==> src/rtl/mem_port_arbiter_pkg.sv <==
// Shared types for the memory port arbiter slice.
//   LINE_W / ADDR_W   : memory line and byte-address widths
//   lc3b_line / _word : line and address types
//   mem_arb_state_t   : arbiter FSM states
package lc3b_types;
    localparam int LINE_W = 128;
    localparam int ADDR_W = 16;

    typedef logic [LINE_W-1:0] lc3b_line;
    typedef logic [ADDR_W-1:0] lc3b_word;

    typedef enum logic [1:0] {
        IDLE    = 2'd0,
        GRANT_I = 2'd1,
        GRANT_D = 2'd2,
        DONE    = 2'd3
    } mem_arb_state_t;
endpackage

==> src/rtl/mem_port_arbiter_if.sv <==
// Read/write/resp memory handshake shared by the fetch port, the data
// port and the physical memory port.
//   read, write, address, wdata : request side, driven by the master
//   rdata, resp                 : completion side, driven by the slave
// master = the side that issues requests; slave = the side that serves them.
interface mem_port_arbiter_if;
    import lc3b_types::*;

    logic     read;
    logic     write;
    lc3b_word address;
    lc3b_line wdata;
    lc3b_line rdata;
    logic     resp;

    modport master (output read, write, address, wdata, input  rdata, resp);
    modport slave  (input  read, write, address, wdata, output rdata, resp);
endinterface

==> src/rtl/mem_port_arbiter_pick.sv <==
// Combinational winner select for the memory port arbiter.
//   i_req      : fetch requester active
//   d_req      : data requester active
//   last_grant : 1 when data held the port last (round-robin build only)
//   grant_d    : 1 selects data, 0 selects fetch (only meaningful with a request)
// Build option MEM_ARB_ROUND_ROBIN_EN: alternate on ties instead of fixed
// data-over-fetch priority.
module mem_arb_pick (
    input  logic i_req,
    input  logic d_req,
    input  logic last_grant,
    output logic grant_d
);
`ifdef MEM_ARB_ROUND_ROBIN_EN
    // On a tie the requester that did not hold the port last wins.
    assign grant_d = d_req & (~i_req | ~last_grant);
`else
    // Fixed priority: data always wins; fetch may starve under data traffic.
    logic unused_pick;
    assign unused_pick = i_req ^ last_grant;
    assign grant_d     = d_req;
`endif
endmodule

==> src/rtl/mem_port_arbiter.sv <==
// Shares one physical memory port between the fetch and data requesters.
// All outputs are registered; the granted requester gets a one-cycle resp
// pulse with the captured line one cycle after pmem resp.
//   clk, reset_n : clock, asynchronous active-low reset
//   i_bus        : fetch requester (read-only; write/wdata unused)
//   d_bus        : data requester (read and write; both set means write)
//   pmem_bus     : physical memory port
// Build option MEM_ARB_ROUND_ROBIN_EN adds a last_grant register and
// round-robin tie breaking (see mem_arb_pick).
//
// state   | meaning
// IDLE    | no transaction; a request here is granted at this edge
// GRANT_I | fetch owns pmem, strobe held until pmem resp
// GRANT_D | data owns pmem, strobe held until pmem resp
// DONE    | resp pulse to the owner; requests ignored for this cycle
module mem_port_arbiter
    import lc3b_types::*;
(
    input  logic               clk,
    input  logic               reset_n,
    mem_port_arbiter_if.slave  i_bus,
    mem_port_arbiter_if.slave  d_bus,
    mem_port_arbiter_if.master pmem_bus
);
    mem_arb_state_t state, state_next;

    logic     read_q,  read_next;
    logic     write_q, write_next;
    lc3b_word addr_q,  addr_next;
    lc3b_line wdata_q, wdata_next;
    logic     i_resp_q, i_resp_next;
    logic     d_resp_q, d_resp_next;
    lc3b_line i_rdata_q, d_rdata_q;
    logic     cap_i, cap_d, grant_evt;

    logic i_req, d_req, grant_d, last_grant;

    assign i_req = i_bus.read;
    assign d_req = d_bus.read | d_bus.write;

    // The fetch side is read-only; its write lines carry nothing.
    logic unused_fetch;
    assign unused_fetch = ^{i_bus.write, i_bus.wdata};

    mem_arb_pick u_pick (
        .i_req      (i_req),
        .d_req      (d_req),
        .last_grant (last_grant),
        .grant_d    (grant_d)
    );

`ifdef MEM_ARB_ROUND_ROBIN_EN
    // last_grant=1 means data held the port last; it resets to 1 so that
    // fetch takes the first tie after reset.
    always_ff @(posedge clk or negedge reset_n) begin
        if (!reset_n)
            last_grant <= 1'b1;
        else if (grant_evt)
            last_grant <= grant_d;
    end
`else
    assign last_grant = 1'b0;
`endif

    always_comb begin
        state_next  = state;
        read_next   = read_q;
        write_next  = write_q;
        addr_next   = addr_q;
        wdata_next  = wdata_q;
        i_resp_next = 1'b0;
        d_resp_next = 1'b0;
        cap_i       = 1'b0;
        cap_d       = 1'b0;
        grant_evt   = 1'b0;
        case (state)
            IDLE: begin
                if (i_req || d_req) begin
                    grant_evt = 1'b1;
                    if (grant_d) begin
                        state_next = GRANT_D;
                        write_next = d_bus.write;
                        read_next  = ~d_bus.write;
                        addr_next  = d_bus.address;
                        wdata_next = d_bus.wdata;
                    end else begin
                        state_next = GRANT_I;
                        write_next = 1'b0;
                        read_next  = 1'b1;
                        addr_next  = i_bus.address;
                        wdata_next = '0;
                    end
                end
            end
            GRANT_I: begin
                if (pmem_bus.resp) begin
                    state_next  = DONE;
                    read_next   = 1'b0;
                    write_next  = 1'b0;
                    i_resp_next = 1'b1;
                    cap_i       = 1'b1;
                end
            end
            GRANT_D: begin
                if (pmem_bus.resp) begin
                    state_next  = DONE;
                    read_next   = 1'b0;
                    write_next  = 1'b0;
                    d_resp_next = 1'b1;
                    cap_d       = 1'b1;
                end
            end
            DONE:    state_next = IDLE;
            default: state_next = IDLE;
        endcase
    end

    always_ff @(posedge clk or negedge reset_n) begin
        if (!reset_n) begin
            state     <= IDLE;
            read_q    <= 1'b0;
            write_q   <= 1'b0;
            addr_q    <= '0;
            wdata_q   <= '0;
            i_resp_q  <= 1'b0;
            d_resp_q  <= 1'b0;
            i_rdata_q <= '0;
            d_rdata_q <= '0;
        end else begin
            state    <= state_next;
            read_q   <= read_next;
            write_q  <= write_next;
            addr_q   <= addr_next;
            wdata_q  <= wdata_next;
            i_resp_q <= i_resp_next;
            d_resp_q <= d_resp_next;
            if (cap_i) i_rdata_q <= pmem_bus.rdata;
            if (cap_d) d_rdata_q <= pmem_bus.rdata;
        end
    end

    assign pmem_bus.read    = read_q;
    assign pmem_bus.write   = write_q;
    assign pmem_bus.address = addr_q;
    assign pmem_bus.wdata   = wdata_q;
    assign i_bus.resp       = i_resp_q;
    assign i_bus.rdata      = i_rdata_q;
    assign d_bus.resp       = d_resp_q;
    assign d_bus.rdata      = d_rdata_q;
endmodule

==> src/flat_wrapper.sv <==
// flat-port wrapper written by rule: the top's interface ports become plain ports
module mem_port_arbiter_flat import lc3b_types::*;
  (clk, reset_n, i_bus_read, i_bus_write, i_bus_address, i_bus_wdata, i_bus_rdata, i_bus_resp, d_bus_read, d_bus_write, d_bus_address, d_bus_wdata, d_bus_rdata, d_bus_resp, pmem_bus_read, pmem_bus_write, pmem_bus_address, pmem_bus_wdata, pmem_bus_rdata, pmem_bus_resp);
  mem_port_arbiter_if i_bus_i ();
  mem_port_arbiter_if d_bus_i ();
  mem_port_arbiter_if pmem_bus_i ();
  input  logic clk;
  input  logic reset_n;
  input wire logic [$bits(i_bus_i.read)-1:0] i_bus_read;
  input wire logic [$bits(i_bus_i.write)-1:0] i_bus_write;
  input wire logic [$bits(i_bus_i.address)-1:0] i_bus_address;
  input wire logic [$bits(i_bus_i.wdata)-1:0] i_bus_wdata;
  output wire logic [$bits(i_bus_i.rdata)-1:0] i_bus_rdata;
  output wire logic [$bits(i_bus_i.resp)-1:0] i_bus_resp;
  input wire logic [$bits(d_bus_i.read)-1:0] d_bus_read;
  input wire logic [$bits(d_bus_i.write)-1:0] d_bus_write;
  input wire logic [$bits(d_bus_i.address)-1:0] d_bus_address;
  input wire logic [$bits(d_bus_i.wdata)-1:0] d_bus_wdata;
  output wire logic [$bits(d_bus_i.rdata)-1:0] d_bus_rdata;
  output wire logic [$bits(d_bus_i.resp)-1:0] d_bus_resp;
  output wire logic [$bits(pmem_bus_i.read)-1:0] pmem_bus_read;
  output wire logic [$bits(pmem_bus_i.write)-1:0] pmem_bus_write;
  output wire logic [$bits(pmem_bus_i.address)-1:0] pmem_bus_address;
  output wire logic [$bits(pmem_bus_i.wdata)-1:0] pmem_bus_wdata;
  input wire logic [$bits(pmem_bus_i.rdata)-1:0] pmem_bus_rdata;
  input wire logic [$bits(pmem_bus_i.resp)-1:0] pmem_bus_resp;
  assign i_bus_i.read = i_bus_read;
  assign i_bus_i.write = i_bus_write;
  assign i_bus_i.address = i_bus_address;
  assign i_bus_i.wdata = i_bus_wdata;
  assign i_bus_rdata = i_bus_i.rdata;
  assign i_bus_resp = i_bus_i.resp;
  assign d_bus_i.read = d_bus_read;
  assign d_bus_i.write = d_bus_write;
  assign d_bus_i.address = d_bus_address;
  assign d_bus_i.wdata = d_bus_wdata;
  assign d_bus_rdata = d_bus_i.rdata;
  assign d_bus_resp = d_bus_i.resp;
  assign pmem_bus_read = pmem_bus_i.read;
  assign pmem_bus_write = pmem_bus_i.write;
  assign pmem_bus_address = pmem_bus_i.address;
  assign pmem_bus_wdata = pmem_bus_i.wdata;
  assign pmem_bus_i.rdata = pmem_bus_rdata;
  assign pmem_bus_i.resp = pmem_bus_resp;
  mem_port_arbiter u_core (.clk(clk), .reset_n(reset_n), .i_bus(i_bus_i), .d_bus(d_bus_i), .pmem_bus(pmem_bus_i));
endmodule
==> config.mk <==
export PLATFORM = sky130hd
export DESIGN_NAME = mem_port_arbiter_flat
export DESIGN_NICKNAME = d
export VERILOG_FILES = /design/src/rtl/mem_port_arbiter_pkg.sv /design/src/rtl/mem_port_arbiter_if.sv /design/src/rtl/mem_port_arbiter_pick.sv /design/src/rtl/mem_port_arbiter.sv /design/src/flat_wrapper.sv
export SDC_FILE = /design/constraint.sdc
export NUM_CORES = 1
export LEC_CHECK = 0
export ABC_AREA = 0
export CELL_PAD_IN_SITES_DETAIL_PLACEMENT = 1
export CELL_PAD_IN_SITES_GLOBAL_PLACEMENT = 1
export CORE_AREA = 2 2 317 319
export CTS_BUF_LIST = sky130_fd_sc_hd__clkbuf_8
export DETAILED_ROUTE_END_ITERATION = 10
export DIE_AREA = 0 0 319 321
export PLACE_DENSITY_LB_ADDON = 0.1
export SYNTH_ARGS = -nofsm -noshare
export SYNTH_HDL_FRONTEND = slang
export SYNTH_SLANG_ARGS = --single-unit
==> constraint.sdc <==
create_clock -name clk -period 1.95 [get_ports clk]
set_input_delay 0.39 -clock clk [delete_from_list [all_inputs] [get_ports clk]]
set_output_delay 0.39 -clock clk [all_outputs]
set_load 0.01 [all_outputs]
==> results.toml <==
[die]
dieArea_sq_um = 102000
die_x_microns = 319
initial_core_util_pct = 15.1
fp-row-count = 116
die_h_microns = 321
coreArea_sq_um = 99300
io_pins = 827

[placement]
io_buffers = 697
dp_hpwl_microns = 49000
pre_cts_slack_ns = -0.0752
routabilityCongestion = 0.715
placed_cell_area_sq_um = 24200

[worst_setup_path]
r2r_end = "u_core.i_bus.rdata[24]"
crit_buf_inv = 1
reg2reg_from = "u_core.state[1]"
critical_path_arrival_ns = 1.44
critPathKind = "reg -> out"
crit_fanout = 2
rrSetupSlack_ns = 0.27
r2r_cells = 6
slowest_stage = "dfrtp_1"
crit_required_ns = 1.56
crit_family = "flip-flops"
cp-start-kind = "flop"
end_kind = "output port"
crit_chain = "dlygate4sd2_1"
max_stage_delay_ns = 0.37

[clock_network]
clock_latency_ns = 0.70
cts_tree = "yes"
h-tree-depth = 3
cts_buffers = 83
clk_pin_slew_worst_paths_ns = 0.06
postCtsSetupBuffers = 0
clockBufferDepth = 3
cts.sink_count = 406
clock_tree.root_cell = "clkbuf_8"

[synthesis]
netlist_instances = 925
syn_area_sq_um = 15000
synth_seq_area_share_pct = 67.7
synth_seq_cells = 406
synth-compound-area-share_pct = 8.47
synth_xor_area_share_pct = 0
synthMuxAreaShare_pct = 20.6
syn_nets = 1352
synth.distinct_cells = 23
syn_avg_cell_area_sq_um = 16.2
synthAdderAreaFrac_pct = 0.333
yosys.area_share.simple_pct = 0.642
ys.warnings.count = 0
synth_top_family_by_area = "multiplexers"

[run_status]
status = "finished, final reports clean"

[cells_and_area]
fin_util_pct = 25.5
drive_gt1_share_pct = 26.0
multiInputGateArea_sq_um = 4530
post-route-cell-area_sq_um = 25300
fill_cells = 10900
nNetsFinal = 2147
final-seq-area_sq_um = 10200
synthToLayoutAreaGrowth_pct = 68.6

[sta]
min_period_ns = 1.83
holdWs_ns = 0.166
fin_skew_ns = 0.0311
finalCritPeriodShare_pct = 93.9
hold_violations = 0
fmax_mhz = 546
slew_violations = 0
slew_headroom_pct = 70.1
setup_violations = 0
setup_ws_ns = 0.119
rsz0062_at_grt = "false"
worst_pin_slew_ns = 0.449

[drt]
wl_per_cell_microns = 20.8
finalWirelength_microns = 63800
dr.pass1.iters = 4
drcViolationCount = 0
ant_nets = 0
vias_per_cell = 3.65
drt_iter0_markers = 306
vias = 11200

[global_route]
antenna_found_initial = 20
grt_max_degree = 75
grtUsageTotal_pct = 12.4
grt_pass1_wl_microns = 92600
grt_pass1_vias = 12900
grt_overflow_total = 0

[power]
leakage_nw = 11.5
ir_worst_vdd_v = 0.000482
power_density_nw_per_um2 = 1600

[min_path]
hp-class = "in -> async"

[job]
maxCapViolations = 0
metrics by stage:
step           power (mW)  setup TNS [ns]  instances
2_1_floorplan        22.7               0        925
3_3_place_gp         35.8           -4.27       2932
3_5_place_dp         36.0           -6.16       2932
4_1_cts              41.9               0       3070
5_1_grt              43.6               0       3072
6_report             40.6               0       3073
metal layers:
metal | track usage [%] | share of wire (%) | vias up | wire length [microns]
li1 | - | - | 4977 | -
met1 | 13.4 | 38 | 5540 | 24000
met2 | 20.5 | 48 | 551 | 30400
met3 | 6.86 | 12 | 109 | 7720
met4 | 4.21 | 2.2 | 28 | 1430
met5 | 0 | 0.27 | - | 170
worst register-to-register path, cell delays in order, from the launching register on:
cell	delay (ns)
dfrtp_1	0.39
inv_1	0.11
ha_1	0.17
nand2_2	0.09
inv_4	0.16
buf_12	0.24
mux2_2	0.40
Yosys cell counts:
| cell type | number | area share, % |
|---|---|---|
| a21oi_1 | 1 | 0.033 |
| a22o_1 | 129 | 7.5 |
| a22oi_1 | 1 | 0.050 |
| buf_2 | 45 | 1.5 |
| buf_4 | 10 | 0.50 |
| clkbuf_1 | 5 | 0.13 |
| dfrtp_1 | 406 | 68 |
| ha_1 | 4 | 0.33 |
| inv_1 | 3 | 0.075 |
| inv_2 | 2 | 0.050 |
| mux2_2 | 257 | 19 |
| mux2i_1 | 20 | 1.3 |
| nand2_1 | 17 | 0.43 |
| nand2_2 | 1 | 0.042 |
| nor2_1 | 1 | 0.025 |
| nor2_4 | 1 | 0.075 |
| nor2b_1 | 1 | 0.042 |
| nor3_1 | 1 | 0.033 |
| o21ai_0 | 13 | 0.43 |
| o21ai_1 | 3 | 0.10 |
| o21ba_2 | 1 | 0.067 |
| o2bb2ai_1 | 2 | 0.12 |
| o31ai_4 | 1 | 0.14 |
state kept, by name, summed over array words and instances (netlist names):
register and flops:
u_core.d_bus.rdata 128, u_core.d_bus.resp 1, u_core.i_bus.rdata 128, u_core.i_bus.resp 1, u_core.pmem_bus.address 16, u_core.pmem_bus.read 1, u_core.pmem_bus.wdata 128, u_core.pmem_bus.write 1
u_core.state 2
area by class of cell:
class | count | area share [%]
sequential | 406 | 40.2
timing repair buffer | 770 | 29.5
multi-input combinational | 454 | 17.9
tap | 1298 | 6.42
clock buffer | 96 | 5.22
clock inverter | 41 | 0.737
inverter | 5 | 0.0841
antenna | 3 | 0.0297
power breakdown:
group / switching [mW] / internal (mW) / total, mW
clock: 3.89 / 4.43 / 8.32
combinational: 8.36 / 9.24 / 17.6
sequential: 2.08 / 12.6 / 14.7
repair_timing:
action	in CTS	in global routing
resized for setup	438	0
hold buffers	1	0
endpoints found under the setup margin	404	0
hold endpoints to repair	257	0
how the worst max path moves through the flow:
stage / start / end / slack [ns] / cells after the start
floorplan: u_core.state[1] / u_core.i_bus.rdata[42] / 0.30 / 7
global placement: d_bus_write / u_core.pmem_bus.address[13] / -0.05 / 5
CTS: u_core.d_bus.rdata[52] / d_bus_rdata[52] / 0.001 / 1
global route: u_core.i_bus.rdata[117] / i_bus_rdata[117] / 0.01 / 1
detailed placement: d_bus_write / u_core.pmem_bus.address[12] / -0.08 / 5
finish: u_core.pmem_bus.wdata[60] / pmem_bus_wdata[60] / 0.12 / 1
cell usage in the layout (no fill, tap or decap), drive strengths merged:
master / count
clkinvlp: 4
mux2: 257
a21oi: 1
o21ai: 16
dlygate4sd3: 1
nor2b: 1
inv: 34
buf: 73
a22oi: 1
mux2i: 20
nor2: 2
nand2: 18
nor3: 1
diode: 3
dlygate4sd2: 384
ha: 4
o31ai: 1
clkdlybuf4s50: 292
clkinv: 8
clkbuf: 96
o21ba: 1
dfrtp: 406
a22o: 129
o2bb2ai: 2
clkdlybuf4s15: 20
logic make-up after synthesis:
kind of cell,count (synthesis)
AO/OA/AOI/OAI,151
adder cells (fa/ha/maj),4
buffers and inverters,65
flip-flops,406
multiplexers,277
AND/OR/NAND/NOR,22
(Power assumes the default switching activity.)
